### config.mk
export PLATFORM = sky130hd
export DESIGN_NAME = key_debounce
export DESIGN_NICKNAME = d
export VERILOG_FILES = /design/src/rtl/key_debounce.sv
export SDC_FILE = /design/constraint.sdc
export NUM_CORES = 1
export LEC_CHECK = 0
export CORE_MARGIN = 1.5
export CORE_UTILIZATION = 50
export DETAILED_ROUTE_END_ITERATION = 6
export GPL_ROUTABILITY_DRIVEN = 0
export GPL_TIMING_DRIVEN = 1
export PLACE_DENSITY = 0.79
export SLEW_MARGIN = 15
export SYNTH_ARGS = -nofsm -noshare
export SYNTH_HDL_FRONTEND = slang
export SYNTH_SLANG_ARGS = --single-unit
### constraint.sdc
create_clock -name clk -period 2.8 [get_ports clk]
set_input_delay 0.28 -clock clk [delete_from_list [all_inputs] [get_ports clk]]
set_output_delay 0.28 -clock clk [all_outputs]
set_load 0.01 [all_outputs]
### src/rtl/key_debounce.sv
`default_nettype none
// ============================================================================
// Module   : key_debounce
// Brief    : Active-low push-button conditioner: sync, debounce, press/release/
//            long-press events and a wrapping press counter.
// Revision : 1.0
// ============================================================================
module key_debounce #(
    parameter int DEBOUNCE_CNT = 1_000_000,
    parameter int LONG_CNT     = 50_000_000,
    parameter int CNT_W        = 26
) (
    input  logic       clk,
    input  logic       rst_n,
    input  logic       key_in,
    output logic       key_level,
    output logic       key_press,
    output logic       key_release,
    output logic       key_long,
    output logic [7:0] press_count
);

    typedef enum logic [1:0] {
        S_IDLE       = 2'd0,
        S_PRESS_DB   = 2'd1,
        S_HELD       = 2'd2,
        S_RELEASE_DB = 2'd3
    } state_t;

    localparam logic [CNT_W-1:0] c_db_max   = CNT_W'(DEBOUNCE_CNT - 1);
    localparam logic [CNT_W-1:0] c_long_max = CNT_W'(LONG_CNT - 1);

    logic             r_sync1;
    logic             r_sync2;
    state_t           r_state;
    logic [CNT_W-1:0] r_db_cnt;
    logic [CNT_W-1:0] r_hold_cnt;
    logic             r_long_done;

    state_t           w_state_nxt;
    logic [CNT_W-1:0] w_db_cnt_nxt;
    logic [CNT_W-1:0] w_hold_cnt_nxt;
    logic             w_long_done_nxt;
    logic             w_level_nxt;
    logic             w_press_nxt;
    logic             w_release_nxt;
    logic             w_long_nxt;
    logic [7:0]       w_count_nxt;

    // Synchronisers reset to 1 so a key held through reset is seen as a fresh press
    always_ff @(posedge clk or negedge rst_n) begin
        if (!rst_n) begin
            r_sync1     <= 1'b1;
            r_sync2     <= 1'b1;
            r_state     <= S_IDLE;
            r_db_cnt    <= '0;
            r_hold_cnt  <= '0;
            r_long_done <= 1'b0;
            key_level   <= 1'b0;
            key_press   <= 1'b0;
            key_release <= 1'b0;
            key_long    <= 1'b0;
            press_count <= 8'd0;
        end else begin
            r_sync1     <= key_in;
            r_sync2     <= r_sync1;
            r_state     <= w_state_nxt;
            r_db_cnt    <= w_db_cnt_nxt;
            r_hold_cnt  <= w_hold_cnt_nxt;
            r_long_done <= w_long_done_nxt;
            key_level   <= w_level_nxt;
            key_press   <= w_press_nxt;
            key_release <= w_release_nxt;
            key_long    <= w_long_nxt;
            press_count <= w_count_nxt;
        end
    end

    always_comb begin
        w_state_nxt     = r_state;
        w_db_cnt_nxt    = r_db_cnt;
        w_hold_cnt_nxt  = r_hold_cnt;
        w_long_done_nxt = r_long_done;
        w_level_nxt     = key_level;
        w_press_nxt     = 1'b0;
        w_release_nxt   = 1'b0;
        w_long_nxt      = 1'b0;
        w_count_nxt     = press_count;

        // Hold timer keeps running through release bounce so long-press timing is unaffected
        if (r_state == S_HELD || r_state == S_RELEASE_DB) begin
            if (r_hold_cnt != c_long_max) begin
                w_hold_cnt_nxt = r_hold_cnt + 1'b1;
            end else if (!r_long_done) begin
                w_long_nxt      = 1'b1;
                w_long_done_nxt = 1'b1;
            end
        end

        case (r_state)
            S_IDLE: begin
                if (!r_sync2) begin
                    w_state_nxt  = S_PRESS_DB;
                    w_db_cnt_nxt = '0;
                end
            end
            S_PRESS_DB: begin
                if (r_sync2) begin
                    w_state_nxt = S_IDLE;
                end else if (r_db_cnt == c_db_max) begin
                    w_state_nxt     = S_HELD;
                    w_press_nxt     = 1'b1;
                    w_level_nxt     = 1'b1;
                    w_count_nxt     = press_count + 8'd1;
                    w_hold_cnt_nxt  = '0;
                    w_long_done_nxt = 1'b0;
                end else begin
                    w_db_cnt_nxt = r_db_cnt + 1'b1;
                end
            end
            S_HELD: begin
                if (r_sync2) begin
                    w_state_nxt  = S_RELEASE_DB;
                    w_db_cnt_nxt = '0;
                end
            end
            S_RELEASE_DB: begin
                if (!r_sync2) begin
                    w_state_nxt = S_HELD;
                end else if (r_db_cnt == c_db_max) begin
                    w_state_nxt     = S_IDLE;
                    w_release_nxt   = 1'b1;
                    w_level_nxt     = 1'b0;
                    w_hold_cnt_nxt  = '0;
                    w_long_done_nxt = 1'b0;
                end else begin
                    w_db_cnt_nxt = r_db_cnt + 1'b1;
                end
            end
            default: w_state_nxt = S_IDLE;
        endcase
    end

endmodule
`default_nettype wire
-- Word level (Yosys, flattened, before mapping)
Index checks and enable logic that the tools add are counted.
W data, S select, Z words.
- reductions and logical operators: 7
- $mul: 0
- div/mod/pow operators: 0
- eq/ne operators: 13
- add/subtract/negate cells: 3
- muxes and demuxes: 38
- shifts and indexed selects: 0
- magnitude comparators: 0
- bitwise gates (word level): 1
- operators by type and width (kind ; number):
    $mux W26 ; 10
    $pmux W26 S4 ; 1
    $add A26 B1 Y26 const B ; 2
    $pmux W26 S2 ; 1
    $eq A26 B20 Y1 const B ; 1
    $ne A26 B26 Y1 const B ; 1
    $mux W1 ; 17
    $mux W2 ; 6
    $ne A2 B2 Y1 const B ; 5
    $add A8 B1 Y8 const B ; 1
    $pmux W2 S4 ; 1
    $reduce_and A4 Y1 ; 2
    $reduce_and A5 Y1 ; 1
    $eq A2 B2 Y1 const B ; 2
    $pmux W1 S2 ; 2
    $ne A3 B2 Y1 const B ; 1
    $ne A3 B3 Y1 const B ; 1
    $reduce_and A3 Y1 ; 1
    $eq A2 B1 Y1 const B ; 1
    $logic_not A2 Y1 ; 1
    $ne A2 B1 Y1 const B ; 1
    $reduce_bool A2 Y1 ; 1
    $logic_or A1 B1 Y1 ; 1
    $not A1 Y1 ; 1
- output and inout port bits: 12
- bits in latches: 0
- register bits after elaboration: 69
- memory bits (writable): 0
- memories: 0
- word-level logic and storage cells: 73
- bits of input ports: 3
- bits in read-only memories: 0

-- Depth between registers and ports, before layout
Gate-level depths: netlist of the first run.
- word-level depth: 6
- mapped depth: 8

-- Worst setup path after synthesis of the first run
No wires, ideal clock.
- kind: reg2reg
- start point: reg r_db_cnt[7]
- end point: reg press_count[1]
- setup slack: 0.783 ns
- data arrival time: 1.889 ns
- path buffers: 1
- clock period less this slack: 2.017 ns
- cell stages (with the launch flop): 6
- path through: dfrtp_1 > or4_4 > nor3_4 > and4_1 > buf_4 > mux2_1
- word-level cells in the longest chain between the ends: 2
- RTL lines (item ; RTL line ; RTL):
    start: declaration ; 36 ; logic [CNT_W-1:0] r_db_cnt;
    start signal: assignment ; 68 ; r_db_cnt <= w_db_cnt_nxt;
    $eq A26 B20 Y1 ; 110 ; end else if (r_db_cnt == c_db_max) begin
    $reduce_and A3 Y1 (no source line) ; -- ;
    end signal: assignment ; 75 ; press_count <= w_count_nxt;
    end: declaration ; 20 ; output logic [7:0] press_count
Every way passes these cells.
A chain may end at the register's enable or synchronous reset.

-- Worst setup path after layout of the first run
- start point: reg r_db_cnt[10]
- end point: reg r_hold_cnt[10]
- word-level cells in the longest chain between the ends: 4
- RTL lines (item ; RTL line ; RTL):
    $eq A26 B20 Y1 * ; 110, 130 ;
    $mux W26 * ; 110, 130 ;
    $mux W26, on equally long branches ; 128, 108 ;
    $pmux W26 S2 * ; 100 ; case (r_state)
    via w_hold_cnt_nxt[10] ; 42 ; logic [CNT_W-1:0] w_hold_cnt_nxt;
    end signal: assignment ; 69 ; r_hold_cnt <= w_hold_cnt_nxt;
    end: declaration ; 37 ; logic [CNT_W-1:0] r_hold_cnt;
Mark *: on every way through the listed nets, which the timed path passes. The rest lies on a longest branch.

==> report_table.html, run 1 <==
<table>
<tr><th>Metric</th><th>Value</th></tr>
<tr><th colspan="2">Cells and area</th></tr>
<tr><td>Final #Nets</td><td>400</td></tr>
<tr><td>Area occupied by multi-input gates</td><td>about 1800 sq um</td></tr>
<tr><td>Util after Layout</td><td>0.5986</td></tr>
<tr><td>Area taken by flip-flops and latches</td><td>1729 sq um</td></tr>
<tr><td>FILL cells</td><td>approximately 550</td></tr>
<tr><td>N_diodes</td><td>0</td></tr>
<tr><td>Layout cell share with drive strength beyond 1</td><td>0.1003</td></tr>
<tr><td>Largest registers ranked by flip-flop count</td><td>r_db_cnt: 26 flops, r_hold_cnt: 26 flops, press_count: 8 flops</td></tr>
<tr><td>Layout Area Growth over Synthesis</td><td>13.85%</td></tr>
<tr><th colspan="2">Global route</th></tr>
<tr><td>Vias in the first global route</td><td>between 2000 and 3000</td></tr>
<tr><td>Number of antenna violations at the first check in global routing</td><td>0</td></tr>
<tr><td>Gr usage total</td><td>0.2163</td></tr>
<tr><td>Final global-route overflow total</td><td>0</td></tr>
<tr><td>Global-route wire length before repair</td><td>12.97 mm</td></tr>
<tr><td>Maximum number of pins on one net before global-route repair</td><td>38</td></tr>
<tr><th colspan="2">STA</th></tr>
<tr><td>Post-Route Skew</td><td>0.01294 ns</td></tr>
<tr><td>Setup TNS</td><td>0 ns</td></tr>
<tr><td>Count of final setup violators</td><td>0</td></tr>
<tr><td>Maximum operating frequency</td><td>between 400 and 500 MHz</td></tr>
<tr><td>Final Slew Violations</td><td>0</td></tr>
<tr><td>Setup repair after global routing missed its margin</td><td>no</td></tr>
<tr><td>Post-route fraction of the period consumed by the critical path</td><td>0.8244</td></tr>
<tr><td>Post-layout minimum cycle time</td><td>2.308 ns</td></tr>
<tr><td>Endpoints failing hold</td><td>5</td></tr>
<tr><td>Remaining max-slew budget at the tightest pin</td><td>0.4953</td></tr>
<tr><td>Final-layout worst hold slack</td><td>-0.01003 ns</td></tr>
<tr><td>Least setup slack across all paths after layout</td><td>0.4918 ns</td></tr>
<tr><td>Transition time at the pin with the least slew margin</td><td>0.7571 ns</td></tr>
<tr><th colspan="2">Logic synthesis</th></tr>
<tr><td>Dominant register cell in the synthesized netlist</td><td>dfrtp_1</td></tr>
<tr><td>Count of warnings emitted by yosys</td><td>0</td></tr>
<tr><td>Library cells used by synthesis</td><td>49</td></tr>
<tr><td>Cells after synthesis</td><td>374</td></tr>
<tr><td>Proportion of register bits with asynchronous set or reset after synthesis</td><td>1.000</td></tr>
<tr><td>Area of the mapped netlist</td><td>3651 sq um</td></tr>
<tr><td>Number of register bits inferred by synthesis</td><td>69</td></tr>
<tr><td>Fraction of the yosys area taken by sequential cells</td><td>0.4736</td></tr>
<tr><td>EDFF count, synth</td><td>0</td></tr>
<tr><td>Post-Synthesis Net Count</td><td>380</td></tr>
<tr><td>Mean instance size in the synthesized netlist</td><td>9.762 sq um</td></tr>
<tr><th colspan="2">Worst setup path</th></tr>
<tr><td>Capturing element type of the critical path</td><td>register</td></tr>
<tr><td>Depth of the most critical reg-to-reg path</td><td>5</td></tr>
<tr><td>FF-to-FF End</td><td>r_hold_cnt[10]</td></tr>
<tr><td>Worst setup SP type</td><td>register</td></tr>
<tr><td>Critical Path Fanout Max</td><td>22</td></tr>
<tr><td>Setup slack, reg-to-reg</td><td>0.49 ns</td></tr>
<tr><td>Termination of the worst setup path</td><td>r_hold_cnt[10]</td></tr>
<tr><td>Critical Path Start</td><td>r_db_cnt[10]</td></tr>
<tr><td>Data required time of the critical path</td><td>3.02 ns</td></tr>
<tr><td>Data arrival time of the critical path</td><td>approximately 2.5 ns</td></tr>
<tr><td>Startpoint of the most critical register-to-register path</td><td>r_db_cnt[10]</td></tr>
<tr><td>Type of the setup path with the least slack</td><td>reg2reg</td></tr>
<tr><th colspan="2">Floorplan</th></tr>
<tr><td>Core area</td><td>6944 sq um</td></tr>
<tr><td>DIE AREA</td><td>7823 sq um</td></tr>
<tr><td>Effective utilization at floorplan</td><td>0.5258</td></tr>
<tr><td>IO Pins</td><td>15</td></tr>
<tr><td>Chip Height</td><td>88.45 um</td></tr>
<tr><td>Row cnt</td><td>30</td></tr>
<tr><td>DIE WIDTH</td><td>88.45 um</td></tr>
<tr><th colspan="2">Drt</th></tr>
<tr><td>DRT iter0 DRCs</td><td>146</td></tr>
<tr><td>Final Routed Wirelength</td><td>approximately 7.6 mm</td></tr>
<tr><td>Vias per std cell</td><td>5.960</td></tr>
<tr><td>Count of unresolved DRC violations after routing</td><td>0</td></tr>
<tr><td>First drt pass iteration count</td><td>4</td></tr>
<tr><td>Post-route antenna net violation count</td><td>0</td></tr>
<tr><td>Avg WL per Cell</td><td>15.43 um</td></tr>
<tr><td>Vias</td><td>2950</td></tr>
<tr><th colspan="2">Clocking</th></tr>
<tr><td>Quantity of hold-fixing buffers added after cts</td><td>0</td></tr>
<tr><td>Clock slew at the register clock pins of the worst setup and hold paths</td><td>0.08 ns</td></tr>
<tr><td>Sink count of the clock tree</td><td>between 60 and 70</td></tr>
<tr><td>Buffers from clock root to sink, at most</td><td>2</td></tr>
<tr><td>Post_cts resized</td><td>0</td></tr>
<tr><td>Library cell used as clock root buffer</td><td>clkbuf_8</td></tr>
<tr><td>Clock tree from TritonCTS</td><td>yes</td></tr>
<tr><td>Count of H-tree levels built during CTS</td><td>3</td></tr>
<tr><td>Number of clock buffers inserted by TritonCTS</td><td>9</td></tr>
<tr><td>Buffers inserted by post-CTS timing repair</td><td>0</td></tr>
<tr><td>Clock latency on the worst-skew pair</td><td>0.36 ns</td></tr>
<tr><th colspan="2">Placed design</th></tr>
<tr><td>Worst slack, placed</td><td>0.5070 ns</td></tr>
<tr><td>Input/output buffers</td><td>14</td></tr>
<tr><td>Dpl hpwl</td><td>5.241 mm</td></tr>
<tr><th colspan="2">Pwr</th></tr>
<tr><td>Leakage</td><td>1.782 nW</td></tr>
<tr><td>Power per Cell Area</td><td>between 500 and 600 nW/um^2</td></tr>
<tr><td>Overall power consumption</td><td>2.082 mW</td></tr>
<tr><td>VDD IR max</td><td>0.2697 mV</td></tr>
<tr><th colspan="2">Run</th></tr>
<tr><td>Max-cap violation count</td><td>0</td></tr>
<tr><th colspan="2">Status</th></tr>
<tr><td>Violated checks</td><td>negative hold slack</td></tr>
<tr><td>Outcome</td><td>complete, but fails checks</td></tr>
<tr><th colspan="2">Hold path</th></tr>
<tr><td>Path class of the lowest-slack min-delay path</td><td>in2async</td></tr>
</table>
## cells in the final DEF (no fill, tap or decap), drive strengths merged, types with 10 or more instances in the layout
master / count
clkdlybuf4s50: 13
nand3: 27
nand4: 19
nand2: 28
xnor2: 13
buf: 11
nor2: 46
dfrtp: 67
o21ai: 18
xor2: 22
a21oi: 21
and3: 11
clkbuf: 11
or4: 10
or3: 10
## metrics by stage
step	cell area [sq um]	instances
floorplan	3651	374
global placement	3908	479
detailed placement	3908	479
CTS	4156	495
global route	4156	495
finish	4156	495
## Yosys cell counts (3+ instances only)
cell / count / area (sq um)
nand4_1: 19 / 118.9
nand3_1: 26 / 130.1
and4_1: 8 / 70.07
or4_1: 8 / 60.06
o21ai_1: 11 / 55.05
a21oi_1: 21 / 105.1
and3_1: 11 / 68.82
o31ai_1: 5 / 37.54
and2_1: 8 / 50.05
nor2b_1: 3 / 18.77
nor4_4: 3 / 63.81
ha_1: 3 / 37.54
a22o_1: 3 / 26.28
xnor2_1: 13 / 113.9
o21ai_0: 7 / 35.03
nand2_1: 28 / 105.1
dfrtp_1: 67 / 1677
or3_1: 10 / 62.56
clkbuf_1: 3 / 11.26
buf_2: 6 / 30.03
xor2_1: 22 / 192.7
nor2_1: 45 / 168.9
nor4_1: 4 / 25.02
nor4b_1: 5 / 43.79
## per-layer routing
metal | GRT usage | vias up | part of all wire
li1 | - | 1404 | -
met1 | 0.2726 | 1443 | 0.44
met2 | 0.3498 | 87 | 0.48
met3 | 0.05597 | 16 | 0.055
met4 | 0.1009 | 0 | 0.019
met5 | 0 | - | 0
## area by class of cell
cell class / instances / area share
inverter: 2 / 0.001806
sequential: 69 / 0.4160
multi-input combinational: 288 / 0.4398
clock buffer: 11 / 0.03402
tap: 96 / 0.02890
timing repair buffer: 24 / 0.05358
clock inverter: 5 / 0.02589
## worst min-delay path by stage
stage	to	cells after the start	startpoint	slack, ns
4_1_cts	r_hold_cnt[23]	1	rst_n	0.02
2_1_floorplan	async pin	0	rst_n	-0.02
6_report	r_hold_cnt[22]	1	rst_n	-0.01
3_5_place_dp	r_sync2	0	r_sync1	0.35
3_3_place_gp	r_sync2	0	r_sync1	0.35
5_1_grt	r_hold_cnt[23]	1	rst_n	0.05
## where the power goes
part / internal, mW / switching [mW] / leakage (nW)
Sequential: 1.01 / 0.0126 / 0.953
Combinational: 0.0193 / 0.0399 / 0.706
Clock: 0.619 / 0.384 / 0.124
Total: 1.65 / 0.436 / 1.78
## critical path, cell delays in order, from the launching register on
cell	delay, ns
dfrtp_1	0.45
or4_4	0.59
nor4_4	0.36
nand3_2	0.19
nor2_4	0.46
nor2_1	0.11
## cells by family (layout without fill, tap and decap cells)
| family | count (synthesis) | in the layout | share of synthesized area |
|---|---|---|---|
| DFF | 69 | 69 | 0.4736 |
| buffers and inverters | 17 | 42 | 0.02570 |
| xor gates and xnor gates | 35 | 35 | 0.08396 |
| and+or+nand+nor | 190 | 190 | 0.3029 |
| muxes | 4 | 4 | 0.01234 |
| AOI/OAI and AO/OA | 56 | 56 | 0.09116 |
| adders and majority gates | 3 | 3 | 0.01028 |
Note: power is estimated with default switching activity, not from simulation.
==> inputs of run 2 (changes only) <==
==> constraint.sdc (replaced) <==
create_clock -name clk -period 2.2 [get_ports clk]
set_input_delay 0.22 -clock clk [delete_from_list [all_inputs] [get_ports clk]]
set_output_delay 0.22 -clock clk [all_outputs]
set_load 0.01 [all_outputs]
==> run 2 against run 1 <==
  * The run now ends clean
  * Wire length grew 0.75%
  * Non-clock buffer count rose by 10
  * First-iteration DRC count shrank 36%
  * Critical path type unchanged
  * Critical endpoint is now r_db_cnt[5]
  * Largest cell class unchanged
==> report_table.html, run 2 (synthesis gave the netlist of run 1 again) <==
<table>
<tr><th>Metric</th><th>Value</th></tr>
<tr><th colspan="2">Status</th></tr>
<tr><td>Outcome</td><td>finished clean</td></tr>
<tr><th colspan="2">Worst setup path</th></tr>
<tr><td>Peak per-stage delay on the critical path</td><td>0.59 ns (about the same)</td></tr>
<tr><td>Critical Path Fanout Max</td><td>8 (-64%)</td></tr>
<tr><td>Worst setup SP type</td><td>register</td></tr>
<tr><td>Type of the setup path with the least slack</td><td>reg2reg</td></tr>
<tr><td>Data required time of the critical path</td><td>2.40 ns (-0.62 ns)</td></tr>
<tr><td>Capturing element type of the critical path</td><td>register</td></tr>
<tr><td>Setup slack, reg-to-reg</td><td>0.13 ns (-0.36 ns)</td></tr>
<tr><td>Data arrival time of the critical path</td><td>2.27 ns (-0.25 ns)</td></tr>
<tr><td>Worst-path cell chain</td><td>or4b_4 &gt; nor4_4 &gt; and3_1 &gt; or3_1 &gt; a21oi_1</td></tr>
<tr><td>WP buf/inv</td><td>0 (unchanged)</td></tr>
<tr><td>Crit-path slowest cell</td><td>or4b_4</td></tr>
<tr><td>Cell class contributing the biggest share of worst-path delay</td><td>simple AND/OR/NAND/NOR gates</td></tr>
<tr><th colspan="2">Floorplan</th></tr>
<tr><td>Row cnt</td><td>30 (unchanged)</td></tr>
<tr><td>IO Pins</td><td>15 (unchanged)</td></tr>
<tr><td>Effective utilization at floorplan</td><td>0.5258 (unchanged)</td></tr>
<tr><td>DIE AREA</td><td>7823 sq um (unchanged)</td></tr>
<tr><td>DIE WIDTH</td><td>88.45 um (unchanged)</td></tr>
<tr><td>Chip Height</td><td>88.45 um (unchanged)</td></tr>
<tr><td>Core area</td><td>6944 sq um (unchanged)</td></tr>
<tr><th colspan="2">Pwr</th></tr>
<tr><td>VDD IR max</td><td>0.3602 mV (+34%)</td></tr>
<tr><td>Leakage</td><td>1.812 nW (+1.7%)</td></tr>
<tr><td>Power per Cell Area</td><td>563.2 nW/um^2 (+12%)</td></tr>
<tr><th colspan="2">Clocking</th></tr>
<tr><td>Count of H-tree levels built during CTS</td><td>3 (unchanged)</td></tr>
<tr><td>Library cell used as clock root buffer</td><td>clkbuf_8</td></tr>
<tr><td>Buffers inserted by post-CTS timing repair</td><td>0 (unchanged)</td></tr>
<tr><td>Number of clock buffers inserted by TritonCTS</td><td>9 (unchanged)</td></tr>
<tr><td>Buffers from clock root to sink, at most</td><td>2 (unchanged)</td></tr>
<tr><td>Clock tree from TritonCTS</td><td>yes</td></tr>
<tr><td>Clock latency on the worst-skew pair</td><td>0.35 ns (about the same)</td></tr>
<tr><td>Clock slew at the register clock pins of the worst setup and hold paths</td><td>0.07 ns (about the same)</td></tr>
<tr><td>Sink count of the clock tree</td><td>69 (unchanged)</td></tr>
<tr><th colspan="2">Cells and area</th></tr>
<tr><td>Final #Nets</td><td>410 (+2.5%)</td></tr>
<tr><td>Largest registers ranked by flip-flop count</td><td>r_db_cnt: 26 flops, r_hold_cnt: 26 flops, press_count: 8 flops</td></tr>
<tr><td>Most frequent cells in the layout</td><td>67 x dfrtp_1, 45 x nor2_1, 28 x nand2_1</td></tr>
<tr><td>N_diodes</td><td>0 (unchanged)</td></tr>
<tr><td>FILL cells</td><td>557 (+1.1%)</td></tr>
<tr><td>Count of non-filler cells in the finished layout</td><td>505 (+2.0%)</td></tr>
<tr><td>Layout Area Growth over Synthesis</td><td>14.91%</td></tr>
<tr><td>Layout cell share with drive strength beyond 1</td><td>0.1174 (+0.01711)</td></tr>
<tr><td>Area occupied by multi-input gates</td><td>1829 sq um (about the same)</td></tr>
<tr><td>Area taken by flip-flops and latches</td><td>1729 sq um (unchanged)</td></tr>
<tr><td>Most common cell after layout, fill and taps aside</td><td>dfrtp_1</td></tr>
<tr><th colspan="2">STA</th></tr>
<tr><td>Endpoints failing hold</td><td>0 (-5)</td></tr>
<tr><td>Maximum operating frequency</td><td>482.6 MHz (+11%)</td></tr>
<tr><td>Post-Route Skew</td><td>0.009961 ns (-0.002978 ns)</td></tr>
<tr><td>Post-layout minimum cycle time</td><td>2.072 ns (-0.2363 ns)</td></tr>
<tr><td>Post-route fraction of the period consumed by the critical path</td><td>0.9418 (+0.1174)</td></tr>
<tr><td>Final-layout worst hold slack</td><td>0.2753 ns (+0.2853 ns)</td></tr>
<tr><td>Count of final setup violators</td><td>0 (unchanged)</td></tr>
<tr><td>Setup repair after global routing missed its margin</td><td>no</td></tr>
<tr><td>Transition time at the pin with the least slew margin</td><td>0.5928 ns (-0.1643 ns)</td></tr>
<tr><td>Final Slew Violations</td><td>0 (unchanged)</td></tr>
<tr><td>Setup TNS</td><td>0 ns (unchanged)</td></tr>
<tr><td>Remaining max-slew budget at the tightest pin</td><td>0.6034 (+0.1081)</td></tr>
<tr><th colspan="2">Drt</th></tr>
<tr><td>Post-route antenna net violation count</td><td>0 (unchanged)</td></tr>
<tr><td>Vias</td><td>2948 (-0.068%)</td></tr>
<tr><td>First drt pass iteration count</td><td>4 (unchanged)</td></tr>
<tr><td>Avg WL per Cell</td><td>15.24 um (-1.2%)</td></tr>
<tr><td>Final Routed Wirelength</td><td>7.696 mm (+0.75%)</td></tr>
<tr><td>Count of unresolved DRC violations after routing</td><td>0 (unchanged)</td></tr>
<tr><td>DRT iter0 DRCs</td><td>94 (-36%)</td></tr>
<tr><td>Vias per std cell</td><td>5.838 (-2.0%)</td></tr>
<tr><th colspan="2">Global route</th></tr>
<tr><td>Maximum number of pins on one net before global-route repair</td><td>70 (+84%)</td></tr>
<tr><td>Number of antenna violations at the first check in global routing</td><td>0 (unchanged)</td></tr>
<tr><td>GR met2 Demand/Resource</td><td>0.3685 (+0.01874)</td></tr>
<tr><td>Met1 demand-to-capacity share in global routing</td><td>0.2659 (-0.006674)</td></tr>
<tr><td>Global-route wire length before repair</td><td>13.03 mm (+0.53%)</td></tr>
<tr><td>Vias in the first global route</td><td>2873 (+1.3%)</td></tr>
<tr><td>Most crowded layer after global routing</td><td>met2</td></tr>
<tr><td>Met3 track utilization from global routing</td><td>0.04478 (-0.01119)</td></tr>
<tr><td>Final global-route overflow total</td><td>0 (unchanged)</td></tr>
<tr><td>Gr usage total</td><td>0.2176 (+0.001294)</td></tr>
<tr><th colspan="2">Run</th></tr>
<tr><td>Max-cap violation count</td><td>0 (unchanged)</td></tr>
<tr><th colspan="2">Placed design</th></tr>
<tr><td>DP Cell Count</td><td>488 (+1.9%)</td></tr>
<tr><td>Dpl hpwl</td><td>5.329 mm (+1.7%)</td></tr>
<tr><td>Input/output buffers</td><td>14 (unchanged)</td></tr>
<tr><th colspan="2">Hold path</th></tr>
<tr><td>Path class of the lowest-slack min-delay path</td><td>in2reg</td></tr>
</table>
[run 2: changes by cell type in the layout (fill, tap and decap cells not counted)]
cell	before	now
clkbuf_1	1	3
clkinv_4	2	1
buf_4	9	16
dlygate4sd3_1	0	1
and4_1	8	7
buf_12	1	3
and4_2	0	1
clkinv_2	0	2
bufinv_16	3	1
clkbuf_8	10	9
[run 2: timing repair]
item | CTS | global route
endpoints found under the hold margin | 67 | 0
setup endpoints to repair | 0 | 1
hold buffers | 1 | 0
resized for setup | 0 | 1
[run 2: cell type report]
type,instances,area share
clock inverter,4,0.01163
tap,96,0.02863
timing repair buffer,34,0.07754
sequential,69,0.4122
inverter,2,0.001789
multi-input combinational,288,0.4360
clock buffer,12,0.03221
[run 2: path summary, 6_finish.rpt]
kind / from / end / cells after the start
min reg2reg: r_sync1 / r_sync2 / 0
min in group asynchronous: rst_n / r_hold_cnt[20] / 3
min: key_in / r_sync1 / 1
max reg2reg: r_db_cnt[12] / r_db_cnt[5] / 5
max in group asynchronous: rst_n / r_sync1 / 3
max: r_db_cnt[12] / r_db_cnt[5] / 5
[run 2: through the flow]
stage / setup slack [ns] / utilization / instance area (sq um) / total power [mW]
finish: 0.1280 / 0.6041 / 4195 / 2.363
global route: 0.009562 / 0.6041 / 4195 / 2.458
CTS: 0.07535 / 0.6040 / 4194 / 2.383
detailed placement: 0.08954 / 0.5760 / 4000 / 1.401
global placement: 0.1505 / 0.5760 / 4000 / 1.399
floorplan: 0.1831 / - / 3651 / 1.351
[run 2: routing by layer]
metal / routed length, um / part of all wire
met2: 3838 / 0.50
met4: 160 / 0.021
met1: 3426 / 0.45
met5: 0 / 0
met3: 270 / 0.035
[run 2: power by group]
| group | switching [mW] | leakage [nW] | total, mW | internal, mW |
|---|---|---|---|---|
| clock network | 0.462 | 0.0943 | 0.985 | 0.523 |
| logic | 0.0545 | 0.765 | 0.0826 | 0.0281 |
| registers | 0.0135 | 0.953 | 1.30 | 1.28 |
| total | 0.530 | 1.81 | 2.36 | 1.83 |
==> inputs of run 3 (changes only) <==
--- a/config.mk
+++ b/config.mk
@@ -5,12 +5,14 @@
 export SDC_FILE = /design/constraint.sdc
 export NUM_CORES = 1
 export LEC_CHECK = 0
+export CELL_PAD_IN_SITES_DETAIL_PLACEMENT = 0
+export CELL_PAD_IN_SITES_GLOBAL_PLACEMENT = 2
 export CORE_MARGIN = 1.5
-export CORE_UTILIZATION = 50
+export CORE_UTILIZATION = 39
 export DETAILED_ROUTE_END_ITERATION = 6
 export GPL_ROUTABILITY_DRIVEN = 0
 export GPL_TIMING_DRIVEN = 1
-export PLACE_DENSITY = 0.79
+export PLACE_DENSITY = 0.9
 export SLEW_MARGIN = 15
 export SYNTH_ARGS = -nofsm -noshare
 export SYNTH_HDL_FRONTEND = slang
==> run 3 against run 2 <==
  * Non-clock buffer count rose by 5
  * Register-to-register slack about the same
  * Sequential power is essentially flat
  * Global-route usage fell by 4.0 points
  * Count of clock-buffer cells in the layout down 3
  * Highest routed layer unchanged
  * Via count is 1.8% lower
  * Wire length is 6.8% higher
  * Sequential share of layout area decreased by 1.1 points
==> report_table.html, run 3 (synthesis gave the netlist of run 1 again) <==
<table>
<tr><th>Metric</th><th>Value</th></tr>
<tr><th colspan="2">Cells and area</th></tr>
<tr><td>Final #Nets</td><td>415 (+1.2%)</td></tr>
<tr><td>Area occupied by multi-input gates</td><td>1831 sq um (about the same)</td></tr>
<tr><td>Most frequent cells in the layout</td><td>67 x dfrtp_1, 45 x nor2_1, 28 x nand2_1</td></tr>
<tr><td>Layout cell share with drive strength beyond 1</td><td>0.1377 (+0.02032)</td></tr>
<tr><td>Layout Area Growth over Synthesis</td><td>18.16%</td></tr>
<tr><td>Count of non-filler cells in the finished layout</td><td>525 (+4.0%)</td></tr>
<tr><td>Area taken by flip-flops and latches</td><td>1729 sq um (unchanged)</td></tr>
<tr><td>Util after Layout</td><td>0.4714 (-0.1328)</td></tr>
<tr><td>N_diodes</td><td>0 (unchanged)</td></tr>
<tr><td>Most common cell after layout, fill and taps aside</td><td>dfrtp_1</td></tr>
<tr><td>FILL cells</td><td>886 (+59%)</td></tr>
<tr><td>Largest registers ranked by flip-flop count</td><td>r_db_cnt: 26 flops, r_hold_cnt: 26 flops, press_count: 8 flops</td></tr>
<tr><th colspan="2">Drt</th></tr>
<tr><td>Final Routed Wirelength</td><td>8.222 mm (+6.8%)</td></tr>
<tr><td>Count of unresolved DRC violations after routing</td><td>0 (unchanged)</td></tr>
<tr><td>Post-route antenna net violation count</td><td>0 (unchanged)</td></tr>
<tr><td>Vias</td><td>2894 (-1.8%)</td></tr>
<tr><td>DRT iter0 DRCs</td><td>103 (+9.6%)</td></tr>
<tr><td>Avg WL per Cell</td><td>15.66 um (+2.8%)</td></tr>
<tr><td>Vias per std cell</td><td>5.512 (-5.6%)</td></tr>
<tr><td>First drt pass iteration count</td><td>4 (unchanged)</td></tr>
<tr><th colspan="2">Floorplan</th></tr>
<tr><td>DIE AREA</td><td>9951 sq um (+27%)</td></tr>
<tr><td>Row cnt</td><td>35 (+17%)</td></tr>
<tr><td>Chip Height</td><td>99.76 um (+13%)</td></tr>
<tr><td>Core area</td><td>9153 sq um (+32%)</td></tr>
<tr><td>Effective utilization at floorplan</td><td>0.3989 (-0.1269)</td></tr>
<tr><td>DIE WIDTH</td><td>99.76 um (+13%)</td></tr>
<tr><td>IO Pins</td><td>15 (unchanged)</td></tr>
<tr><th colspan="2">Placed design</th></tr>
<tr><td>DP Cell Count</td><td>508 (+4.1%)</td></tr>
<tr><td>Input/output buffers</td><td>14 (unchanged)</td></tr>
<tr><td>Dpl hpwl</td><td>5.886 mm (+10%)</td></tr>
<tr><th colspan="2">Clocking</th></tr>
<tr><td>Clock slew at the register clock pins of the worst setup and hold paths</td><td>0.08 ns (about the same)</td></tr>
<tr><td>Clock latency on the worst-skew pair</td><td>0.34 ns (about the same)</td></tr>
<tr><td>Number of clock buffers inserted by TritonCTS</td><td>9 (unchanged)</td></tr>
<tr><td>Sink count of the clock tree</td><td>69 (unchanged)</td></tr>
<tr><td>Count of H-tree levels built during CTS</td><td>3 (unchanged)</td></tr>
<tr><td>Clock tree from TritonCTS</td><td>yes</td></tr>
<tr><td>Library cell used as clock root buffer</td><td>clkbuf_8</td></tr>
<tr><td>Buffers from clock root to sink, at most</td><td>2 (unchanged)</td></tr>
<tr><td>Buffers inserted by post-CTS timing repair</td><td>0 (unchanged)</td></tr>
<tr><th colspan="2">Global route</th></tr>
<tr><td>Vias in the first global route</td><td>2872 (-0.035%)</td></tr>
<tr><td>Final global-route overflow total</td><td>0 (unchanged)</td></tr>
<tr><td>Gr usage total</td><td>0.1777 (-0.03983)</td></tr>
<tr><td>Maximum number of pins on one net before global-route repair</td><td>26 (-63%)</td></tr>
<tr><td>Number of antenna violations at the first check in global routing</td><td>0 (unchanged)</td></tr>
<tr><td>Global-route wire length before repair</td><td>13.91 mm (+6.7%)</td></tr>
<tr><th colspan="2">Worst setup path</th></tr>
<tr><td>Cell class contributing the biggest share of worst-path delay</td><td>simple AND/OR/NAND/NOR gates</td></tr>
<tr><td>Data required time of the critical path</td><td>2.43 ns (+0.03 ns)</td></tr>
<tr><td>Crit-path slowest cell</td><td>or4_4</td></tr>
<tr><td>Critical Path Fanout Max</td><td>22 (+14)</td></tr>
<tr><td>Type of the setup path with the least slack</td><td>reg2reg</td></tr>
<tr><td>Data arrival time of the critical path</td><td>2.30 ns (+0.03 ns)</td></tr>
<tr><td>WP buf/inv</td><td>1 (+1)</td></tr>
<tr><td>Worst-path cell chain</td><td>or4_4 &gt; nor4_4 &gt; nand3_2 &gt; nor2_4 &gt; buf_12 &gt; nor2_1</td></tr>
<tr><td>Capturing element type of the critical path</td><td>register</td></tr>
<tr><td>Peak per-stage delay on the critical path</td><td>0.61 ns (+0.02 ns)</td></tr>
<tr><td>Worst setup SP type</td><td>register</td></tr>
<tr><th colspan="2">STA</th></tr>
<tr><td>Count of final setup violators</td><td>0 (unchanged)</td></tr>
<tr><td>Remaining max-slew budget at the tightest pin</td><td>0.5375 (-0.06591)</td></tr>
<tr><td>Post-route fraction of the period consumed by the critical path</td><td>0.9424 (about the same)</td></tr>
<tr><td>Maximum operating frequency</td><td>482.3 MHz (about the same)</td></tr>
<tr><td>Setup repair after global routing missed its margin</td><td>no</td></tr>
<tr><td>Setup TNS</td><td>0 ns (unchanged)</td></tr>
<tr><td>Final Slew Violations</td><td>0 (unchanged)</td></tr>
<tr><td>Post-Route Skew</td><td>0.006740 ns (-0.003221 ns)</td></tr>
<tr><td>Post-layout minimum cycle time</td><td>2.073 ns (+0.001320 ns)</td></tr>
<tr><td>Transition time at the pin with the least slew margin</td><td>0.6913 ns (+0.09851 ns)</td></tr>
<tr><td>Endpoints failing hold</td><td>0 (unchanged)</td></tr>
<tr><th colspan="2">Pwr</th></tr>
<tr><td>Power per Cell Area</td><td>613.4 nW/um^2 (+8.9%)</td></tr>
<tr><td>VDD IR max</td><td>0.4413 mV (+23%)</td></tr>
<tr><td>Leakage</td><td>1.867 nW (+3.0%)</td></tr>
<tr><td>Overall power consumption</td><td>2.646 mW (+12%)</td></tr>
<tr><th colspan="2">Hold path</th></tr>
<tr><td>Path class of the lowest-slack min-delay path</td><td>in2reg</td></tr>
<tr><th colspan="2">Run</th></tr>
<tr><td>Max-cap violation count</td><td>0 (unchanged)</td></tr>
<tr><th colspan="2">Status</th></tr>
<tr><td>Outcome</td><td>finished clean</td></tr>
</table>
## run 3: cell types whose count changed in the layout (fill, tap and decap cells not counted), sizes merged
cell,before,now
clkbuf,12,9
bufinv,1,3
buf,20,25
inv,2,3
## run 3: what timing repair did
item | 4_1_cts | 5_1_grt
resized for setup | 0 | 2
setup endpoints to repair | 0 | 10
hold endpoints to repair | 21 | 0
hold buffers | 1 | 0
## run 3: layout make-up
type                    instances  area share
multi-input cells             288      0.4243
flip-flops and latches         69      0.4008
repair buffers                 39     0.08411
well taps                     111     0.03219
clock buffers                   9     0.02871
clock inverters                 7     0.02813
inverters                       2    0.001740
## run 3: report_power, final
part	internal [mW]	leakage, nW	switching [mW]	total (mW)
Sequential	1.28	0.953	0.0136	1.29
Combinational	0.0301	0.790	0.0573	0.0874
Clock	0.759	0.124	0.505	1.26
Total	2.07	1.87	0.576	2.65
## run 3: path summary, 6_finish.rpt
check | depth (start not counted) | to | startpoint | slack, ns
setup reg to reg | 6 | r_hold_cnt[3] | r_db_cnt[8] | 0.13
max in group asynchronous | 3 | r_hold_cnt[12] | rst_n | 1.18
hold / removal | 1 | r_sync1 | key_in | 0.28
min in group asynchronous | 2 | r_hold_cnt[20] | rst_n | 0.45
setup / recovery | 6 | r_hold_cnt[3] | r_db_cnt[8] | 0.13
hold reg to reg | 0 | r_sync2 | r_sync1 | 0.36
## run 3: layer usage
metal | share of wire | up-vias | track usage
met1 | 0.46 | 1417 | 0.2285
met3 | 0.028 | 10 | 0.04216
met5 | 0 | - | 0
met4 | 0.010 | 0 | 0.04225
met2 | 0.50 | 32 | 0.3030
li1 | - | 1435 | -
## run 3: through the flow
stage | area (sq um) | setup slack (ns) | hold WS [ns]
6_report | 4314 | 0.1267 | 0.2843
5_1_grt | 4314 | 0.002946 | 0.2604
4_1_cts | 4312 | 0.05321 | 0.2659
3_5_place_dp | 4056 | 0.05216 | 0.3043
3_3_place_gp | 4056 | 0.06886 | 0.2981
2_1_floorplan | 3651 | 0.1831 | -0.07559
